==> src/rtl/accel_driver_pkg.sv <==
// Shared defaults and FSM state encoding for accel_driver.
package accel_driver_pkg;

  localparam int unsigned ACC_N      = 8;
  localparam int unsigned ACC_BITS   = 8;
  localparam logic [9:0]  ACC_A_BASE = 10'd128;
  localparam logic [9:0]  ACC_B_BASE = 10'd192;
  localparam logic [9:0]  ACC_C_BASE = 10'd256;
  localparam int unsigned ACC_SETTLE = 2;

  typedef enum logic [2:0] {
    ST_IDLE   = 3'd0,
    ST_LOAD   = 3'd1,
    ST_SETTLE = 3'd2,
    ST_READ   = 3'd3,
    ST_DONE   = 3'd4
  } state_t;

endpackage

==> src/rtl/accel_driver.sv <==
// Streams matrices A and B from source memory into the accelerator, waits, then reads C back.
// Build option: ACCEL_DRV_SIGN_EXT_EN selects sign- instead of zero-extension of written elements.
module accel_driver
  import accel_driver_pkg::*;
#(
  parameter int unsigned N      = ACC_N,
  parameter int unsigned BITS   = ACC_BITS,
  parameter logic [9:0]  A_BASE = ACC_A_BASE,
  parameter logic [9:0]  B_BASE = ACC_B_BASE,
  parameter logic [9:0]  C_BASE = ACC_C_BASE,
  parameter int unsigned SETTLE = ACC_SETTLE
) (
  input  logic            clk,
  input  logic            rst,
  input  logic            start,
  input  logic            abort,
  output logic            busy,
  output logic            done,
  output logic [6:0]      src_addr,
  input  logic [BITS-1:0] src_data,
  output logic [9:0]      bus_addr,
  output logic            bus_wr_en,
  output logic            bus_sel,
  output logic [31:0]     bus_wdata,
  input  logic [31:0]     bus_rdata,
  output logic            res_valid,
  output logic [5:0]      res_idx,
  output logic [31:0]     res_data
);

  localparam int unsigned NN = N * N;
  localparam int unsigned CW = $clog2(2 * NN + 1);

  localparam logic [CW-1:0] CNT_ONE     = CW'(1);
  localparam logic [CW-1:0] LOAD_LAST   = CW'(2 * NN);
  localparam logic [CW-1:0] LOAD_HALF   = CW'(NN);
  localparam logic [CW-1:0] SETTLE_LAST = CW'(SETTLE - 1);
  localparam logic [CW-1:0] READ_LAST   = CW'(NN - 1);

  state_t          r_state;
  logic [CW-1:0]   r_cnt;
  logic            r_res_valid;
  logic [5:0]      r_res_idx;
  logic [31:0]     r_res_data;

  logic [CW-1:0]   w_km1;
  logic [31:0]     w_ext;

`ifdef ACCEL_DRV_SIGN_EXT_EN
  assign w_ext = {{(32-BITS){src_data[BITS-1]}}, src_data};
`else
  assign w_ext = {{(32-BITS){1'b0}}, src_data};
`endif

  // src_data lags src_addr by one cycle, so LOAD count k writes element k-1.
  assign w_km1 = r_cnt - CNT_ONE;

  always_comb begin
    bus_sel   = 1'b0;
    bus_wr_en = 1'b0;
    bus_addr  = '0;
    bus_wdata = '0;
    src_addr  = '0;
    unique case (r_state)
      ST_LOAD: begin
        if (r_cnt < LOAD_LAST) src_addr = 7'(r_cnt);
        if (r_cnt != '0) begin
          bus_sel   = 1'b1;
          bus_wr_en = 1'b1;
          bus_wdata = w_ext;
          if (w_km1 < LOAD_HALF) bus_addr = A_BASE + 10'(w_km1);
          else                   bus_addr = B_BASE + 10'(w_km1 - LOAD_HALF);
        end
      end
      ST_READ: begin
        bus_sel  = 1'b1;
        bus_addr = C_BASE + 10'(r_cnt);
      end
      default: ;
    endcase
  end

  always_ff @(posedge clk) begin
    if (rst) begin
      r_state     <= ST_IDLE;
      r_cnt       <= '0;
      r_res_valid <= 1'b0;
      r_res_idx   <= '0;
      r_res_data  <= '0;
    end else begin
      r_res_valid <= 1'b0;
      if (r_state != ST_IDLE && abort) begin
        r_state <= ST_IDLE;
        r_cnt   <= '0;
      end else begin
        unique case (r_state)
          ST_IDLE: begin
            if (start) begin
              r_state <= ST_LOAD;
              r_cnt   <= '0;
            end
          end
          ST_LOAD: begin
            if (r_cnt == LOAD_LAST) begin
              r_state <= ST_SETTLE;
              r_cnt   <= '0;
            end else begin
              r_cnt <= r_cnt + CNT_ONE;
            end
          end
          ST_SETTLE: begin
            if (r_cnt == SETTLE_LAST) begin
              r_state <= ST_READ;
              r_cnt   <= '0;
            end else begin
              r_cnt <= r_cnt + CNT_ONE;
            end
          end
          ST_READ: begin
            r_res_valid <= 1'b1;
            r_res_idx   <= 6'(r_cnt);
            r_res_data  <= bus_rdata;
            if (r_cnt == READ_LAST) begin
              r_state <= ST_DONE;
              r_cnt   <= '0;
            end else begin
              r_cnt <= r_cnt + CNT_ONE;
            end
          end
          ST_DONE: r_state <= ST_IDLE;
          default: r_state <= ST_IDLE;
        endcase
      end
    end
  end

  assign busy      = (r_state != ST_IDLE);
  assign done      = (r_state == ST_DONE);
  assign res_valid = r_res_valid;
  assign res_idx   = r_res_idx;
  assign res_data  = r_res_data;

endmodule

==> config.mk <==
export PLATFORM = sky130hd
export DESIGN_NAME = accel_driver
export DESIGN_NICKNAME = d
export VERILOG_FILES = /design/src/rtl/accel_driver_pkg.sv /design/src/rtl/accel_driver.sv
export SDC_FILE = /design/constraint.sdc
export NUM_CORES = 1
export LEC_CHECK = 0
export CORE_MARGIN = 8
export CORE_UTILIZATION = 39
export DETAILED_ROUTE_END_ITERATION = 12
export PLACE_DENSITY = 0.8
export SKIP_LAST_GASP = 1
export SLEW_MARGIN = 20
export SYNTH_ARGS = -nofsm -noshare
export SYNTH_HDL_FRONTEND = slang
export SYNTH_SLANG_ARGS = --single-unit
==> constraint.sdc <==
create_clock -name clk -period 3.7 [get_ports clk]
set_input_delay 1.11 -clock clk [delete_from_list [all_inputs] [get_ports clk]]
set_output_delay 1.11 -clock clk [all_outputs]
set_load 0.01 [all_outputs]
==> impl_metrics.csv, run 1 <==
group,metric,value,unit
status,status,"completed",
yosys,yosysUniqueCellTypes,44,
min_path,min-delay-start,"res_data[17]",
cells_and_area,seqCellArea,1000,um2
timing,slew_violations,0,
critical_path,arrival,2450,ps
timing,fin_tns_setup,0,ps
critical_path,critPathTopFamily,"buffers and inverters",
cts,clk_latency,290,ps
drt,totalWireLength,7820,um
drt,first_pass_iters,5,
timing,skew,6.95,ps
yosys,synth_edf_count,0,
critical_path,slowest_stage,"clkdlybuf4s50_1",
critical_path,critical_path.cell_chain,"inv_1 > ha_2 > nand2b_1 > or3_1 > or3_1 > a21oi_1 > clkdlybuf4s50_1",
drt,wl_met3,562,um
cells_and_area,area_growth,49.3,%
timing,period_minus_slack,3560,ps
cells_and_area,fin_util,0.598,
placed_design,dp.final_hpwl,5810,um
timing,tightest_slew,706,ps
timing,max_slew_margin,0.529,
cts,cts_buffers,5,
flow_run,drv_cap,0,
floorplan,die_y,96.8,um
yosys,syn_area,2540,um2
critical_path,max_stage_delay,570,ps
floorplan,ios,136,
timing,period_share,0.961,
placed_design,port_buffers,110,
drt,ant_nets,0,
drt,wl_met1,3130,um
floorplan,start_util,0.401,
drt,drtIter0Drc,127,
drt,vias,2560,
critical_path,r2r_end,"r_state[0]",
timing,rsz0062_at_grt,"no",
min_path,min_path_cells,2,
cells_and_area,layout-drive-gt1-share,0.0778,
timing,setup_viol,0,
cells_and_area,multi_input_area,1390,um2
cts,cts_tree,"done",
critical_path,worstSetupPathType,"flop to output port",
global_route,grt_pass1_wl,12600,um
drt,viasPerCell,4.98,
critical_path,path_buf_inv,2,
yosys,async_reset_ff_frac,0,
min_path,hp-class,"flop to flop",
critical_path,worstRegToRegCells,4,
cells_and_area,final_net_count,484,
min_path,hold_end,"res_data[17]",
placed_design,placed_area,3630,um2
yosys,synth_ff_type,"dfxtp_1",
yosys,avgSynthCellArea,7.62,um2
critical_path,startpoint_type,"flop",
global_route,track_usage,0.157,
drt,met2RoutedLength,3910,um
timing,hold_violations,0,
floorplan,die_x,96.8,um
cts,cts.htree.levels,2,
yosys,synth-seq-cells,50,
yosys,synthCells,334,
pwr,power_density,280,nW/um2
critical_path,cp-end-kind,"output port",
placed_design,routabilityCongestion,0.854,
cts,cts.sinks,50,
pwr,peakVddDrop,0.000196,V
yosys,ys_seq_area_frac,0.393,
pwr,power,1060,uW
drt,route.detailed.drc,0,
cts,clock_path_buffers,2,
timing,worst_slack,143,ps
floorplan,die_area,9370,um2
yosys,yosysWarnings,0,
floorplan,core.rowCount,29,
pwr,p_leak,0.00136,uW
critical_path,path_max_fanout,6,
cells_and_area,final_common_cell,"clkdlybuf4s50_1",
global_route,antenna_found_initial,0,
critical_path,r2r_setup_slack,1570,ps
global_route,grt_max_degree,39,
drt,top_layer,"met4",
drt,wl_per_cell,15.2,um
cells_and_area,final_cell_mix,"110 x clkdlybuf4s50_1, 87 x nand2_1, 48 x dfxtp_1, 42 x a21oi_1, 25 x conb_1",
critical_path,crit_top_cell,"or3_1",
timing,fmax,281,MHz
placed_design,dp_slack,208,ps
cts,path_clk_slew,90,ps
critical_path,cp.depth,7,
floorplan,core_area,6350,um2
cells_and_area,final_area,3800,um2
critical_path,timing.rr.start,"r_cnt[2]",
global_route,first_global_vias,2532,
critical_path,crit_required,2590,ps
cells_and_area,fillers,566,
cells_and_area,diodes,0,
cts,ctsHoldBuffers,0,
cts,clock-root-buffer,"clkbuf_8",
global_route,grt.overflow.total,0,
[state kept, by name (all words and copies together) (netlist names)]
signal,count
res_valid,1
r_cnt,8
r_state,3
res_data,32
res_idx,6
[layout make-up]
class                   instances  area share
clock buffers                   5      0.0181
clock inverters                 3      0.0105
inverters                       4     0.00395
multi-input cells             254       0.366
flip-flops and latches         50       0.264
well taps                      77      0.0254
repair buffers                121       0.312
[power by group]
part / leakage, uW / internal [uW] / switching, uW / total [uW]
registers: 0.000404 / 540 / 2.77 / 543
clock network: 0.0000579 / 199 / 172 / 371
logic: 0.000901 / 76.4 / 73.5 / 150
total: 0.00136 / 816 / 248 / 1060
[worst max path at each step]
stage                        start     endpoint  slack [ps]
final                     r_cnt[0]  bus_addr[4]         140
after CTS                 r_cnt[2]  bus_addr[6]          10
after global placement    r_cnt[2]  bus_addr[7]         270
after floorplan           r_cnt[2]  bus_addr[0]         700
after detailed placement  r_cnt[2]  bus_addr[7]         210
after global routing      r_cnt[0]  bus_addr[4]           8
[worst reg2reg max path, cell delays in order (launching register included)]
cell     delay [ps]
dfxtp_1         330
or4_4           580
o41a_1          390
nor3_4          390
mux2_4          340
[Yosys cell counts, types with 2 or more instances]
master    number  area (um2)
nand2b_1       4        25.0
or4_1          2        15.0
ha_1           4        50.1
o21ai_0        5        25.0
nand2_1       87         327
clkbuf_1      19        71.3
a211oi_1       6        45.0
dfxtp_1       50        1000
xnor2_1        4        35.0
buf_2          3        15.0
or3_1          3        18.8
and2_1        15        93.8
o31ai_1        2        15.0
nor3b_1        3        22.5
nor3_1         6        30.0
inv_1          4        15.0
nor2_1         7        26.3
a21o_1         2        15.0
a31oi_1        3        18.8
nor4b_1        2        17.5
buf_4         25         188
nand3b_1       3        22.5
nor4_1         8        50.1
a21oi_1       42         210
buf_1          3        11.3
nand3_1        4        20.0
[cell families (layout without fill, tap and decap cells)]
| family | Yosys count | in the layout | share of synthesized area |
|---|---|---|---|
| muxes | 2 | 2 | 0.00983 |
| adders and majority gates | 4 | 4 | 0.0197 |
| and+or+nand+nor | 150 | 150 | 0.284 |
| xor gates and xnor gates | 5 | 5 | 0.0172 |
| AOI/OAI and AO/OA | 68 | 68 | 0.157 |
| buffers and inverters | 54 | 133 | 0.118 |
| other | 1 | 25 | 0.00147 |
| DFF | 50 | 50 | 0.393 |
[through the flow]
stage / hold slack (ps) / instances
finish: 456 / 514
detailed placement: 446 / 506
CTS: 458 / 514
global route: 477 / 514
global placement: 441 / 506
floorplan: 481 / 358
[layer usage]
| metal | track usage | vias up |
|---|---|---|
| met5 | 0 | - |
| met4 | 0.0710 | 0 |
| met3 | 0.0491 | 18 |
| met2 | 0.270 | 90 |
| met1 | 0.173 | 1171 |
| li1 | - | 1281 |
[what timing repair did]
item | in CTS | in global routing
setup buffers | 0 | 0
hold endpoints to repair | 0 | 0
resized for setup | 2 | 11
setup endpoints to repair | 5 | 16
Note: power is estimated with default switching activity, not from simulation.
==> inputs of run 2 (changes only) <==
==> constraint.sdc (replaced) <==
create_clock -name clk -period 3.7 [get_ports clk]
set_input_delay 0.925 -clock clk [delete_from_list [all_inputs] [get_ports clk]]
set_output_delay 0.925 -clock clk [all_outputs]
set_load 0.01 [all_outputs]
==> run 2 against run 1 <==
Flip-flop and latch count is the same. Die area is the same. Wire length shrank 2.9%. Worst setup slack gained 30 ps. Final cell count shrank 1.2%. Utilization shrank 1.7 points. First-iteration DRC count grew 55%. Largest cell class unchanged. Sequential power is essentially flat.
==> impl_metrics.csv, run 2 (same netlist as run 1, synthesis figures left out) <==
group,metric,value,unit
cts,clock_path_buffers,2,
timing,hold_violations,0,
critical_path,max_stage_delay,600,ps
timing,holdWs,456,ps
critical_path,arrival,2600,ps
global_route,track_usage,0.153,
cells_and_area,layout.cells.non_filler,508,
critical_path,crit_required,2770,ps
pwr,power_density,267,nW/um2
cells_and_area,fin_util,0.582,
timing,period_minus_slack,3530,ps
cells_and_area,final_cell_mix,"110 x clkdlybuf4s50_1, 87 x nand2_1, 50 x dfxtp_1, 42 x a21oi_1, 25 x conb_1",
flow_run,drv_cap,0,
cells_and_area,largest_reg_flops,32,
drt,met2RoutedLength,3760,um
cts,clk_latency,280,ps
global_route,grt.overflow.total,0,
cells_and_area,diodes,0,
drt,wl_per_cell,14.9,um
min_path,hp-class,"flop to flop",
global_route,grt_max_degree,39,
timing,tightest_slew,705,ps
placed_design,placed_area,3600,um2
timing,fin_tns_setup,0,ps
placed_design,routabilityCongestion,0.857,
timing,fmax,283,MHz
timing,setup_viol,0,
cts,ctsHoldBuffers,0,
drt,totalWireLength,7590,um
critical_path,startpoint_type,"flop",
cts,cts.sinks,50,
floorplan,die_y,96.8,um
drt,wl_met3,459,um
pwr,peakVddDrop,0.000199,V
pwr,p_leak,0.00130,uW
cells_and_area,final_area,3690,um2
drt,route.detailed.drc,0,
min_path,min_path_cells,2,
global_route,first_global_vias,2458,
timing,max_slew_margin,0.530,
cts,path_clk_slew,80,ps
cts,cts.htree.levels,2,
critical_path,slowest_stage,"or4_4",
global_route,grt_pass1_wl,12400,um
placed_design,dp_cells,502,
drt,top_layer,"met4",
floorplan,core.rowCount,29,
floorplan,ios,136,
cells_and_area,layout-drive-gt1-share,0.0487,
timing,skew,6.24,ps
critical_path,cp-end-kind,"output port",
drt,viasPerCell,4.91,
drt,first_pass_iters,4,
cts,cts_buffers,5,
drt,drtIter0Drc,197,
drt,wl_met1,3230,um
critical_path,worstSetupPathType,"flop to output port",
cells_and_area,seqCellArea,1000,um2
placed_design,port_buffers,110,
floorplan,die_x,96.8,um
floorplan,die_area,9370,um2
timing,rsz0062_at_grt,"no",
drt,vias,2492,
cells_and_area,final_net_count,480,
placed_design,dp.final_hpwl,5760,um
critical_path,worstRegToRegCells,5,
cells_and_area,final_common_cell,"clkdlybuf4s50_1",
critical_path,path_max_fanout,11,
floorplan,start_util,0.401,
global_route,antenna_found_initial,0,
cts,clock-root-buffer,"clkbuf_8",
cells_and_area,fillers,574,
floorplan,core_area,6350,um2
cells_and_area,area_growth,45.1,%
timing,slew_violations,0,
cts,cts_tree,"done",
cells_and_area,multi_input_area,1350,um2
status,status,"completed",
drt,ant_nets,0,
critical_path,critical_path.cell_chain,"or4_4 > o31ai_2 > buf_4 > o21ai_0 > a22o_1 > clkdlybuf4s50_1",
timing,period_share,0.953,
cts,post_cts_buffers,0,
## run 2: cell count changes in the layout (fill, tap and decap cells not counted), sizes merged
cell,change
buf,-4
clkinv,-2
clkbuf,+1
bufinv,-1
## run 2: power by group
group	internal (uW)	switching, uW
sequential	540	5.78
clock	144	157
combinational	73.0	67.7
## run 2: metrics by stage
step / worst slack (ps) / total power [uW]
2_1_floorplan: 882 / 641
3_3_place_gp: 402 / 695
3_5_place_dp: 363 / 697
4_1_cts: 20.0 / 1000
5_1_grt: 52.1 / 1040
6_report: 172 / 987
## run 2: worst paths after layout
kind                     start           end  slack (ps)
setup / recovery      r_cnt[3]   bus_addr[3]         170
hold / removal    res_data[27]  res_data[27]         460
setup reg to reg    r_state[1]  res_data[21]        1430
hold reg to reg   res_data[27]  res_data[27]         460
## run 2: per-layer routing
metal  vias up  track usage
met5         -            0
met1      1143        0.175
li1       1262            -
met3        10       0.0441
met2        77        0.268
met4         0       0.0462
## run 2: cell type report
type / instances / share of cell area
repair buffers: 117 / 0.312
multi-input cells: 254 / 0.364
clock buffers: 6 / 0.0224
well taps: 77 / 0.0261
inverters: 4 / 0.00407
flip-flops and latches: 50 / 0.271
## run 2: worst max-delay path: cells and delay by family, from the launching register on
kind	cells	cell delay (ps)
AO/OA/AOI/OAI	3	620
flip-flops	1	430
AND/OR/NAND/NOR	1	600
buffers and inverters	2	670
## run 2: timing repair
action | 4_1_cts | 5_1_grt
endpoints found under the hold margin | 0 | 0
setup endpoints to repair | 0 | 13
gates resized for setup | 0 | 3
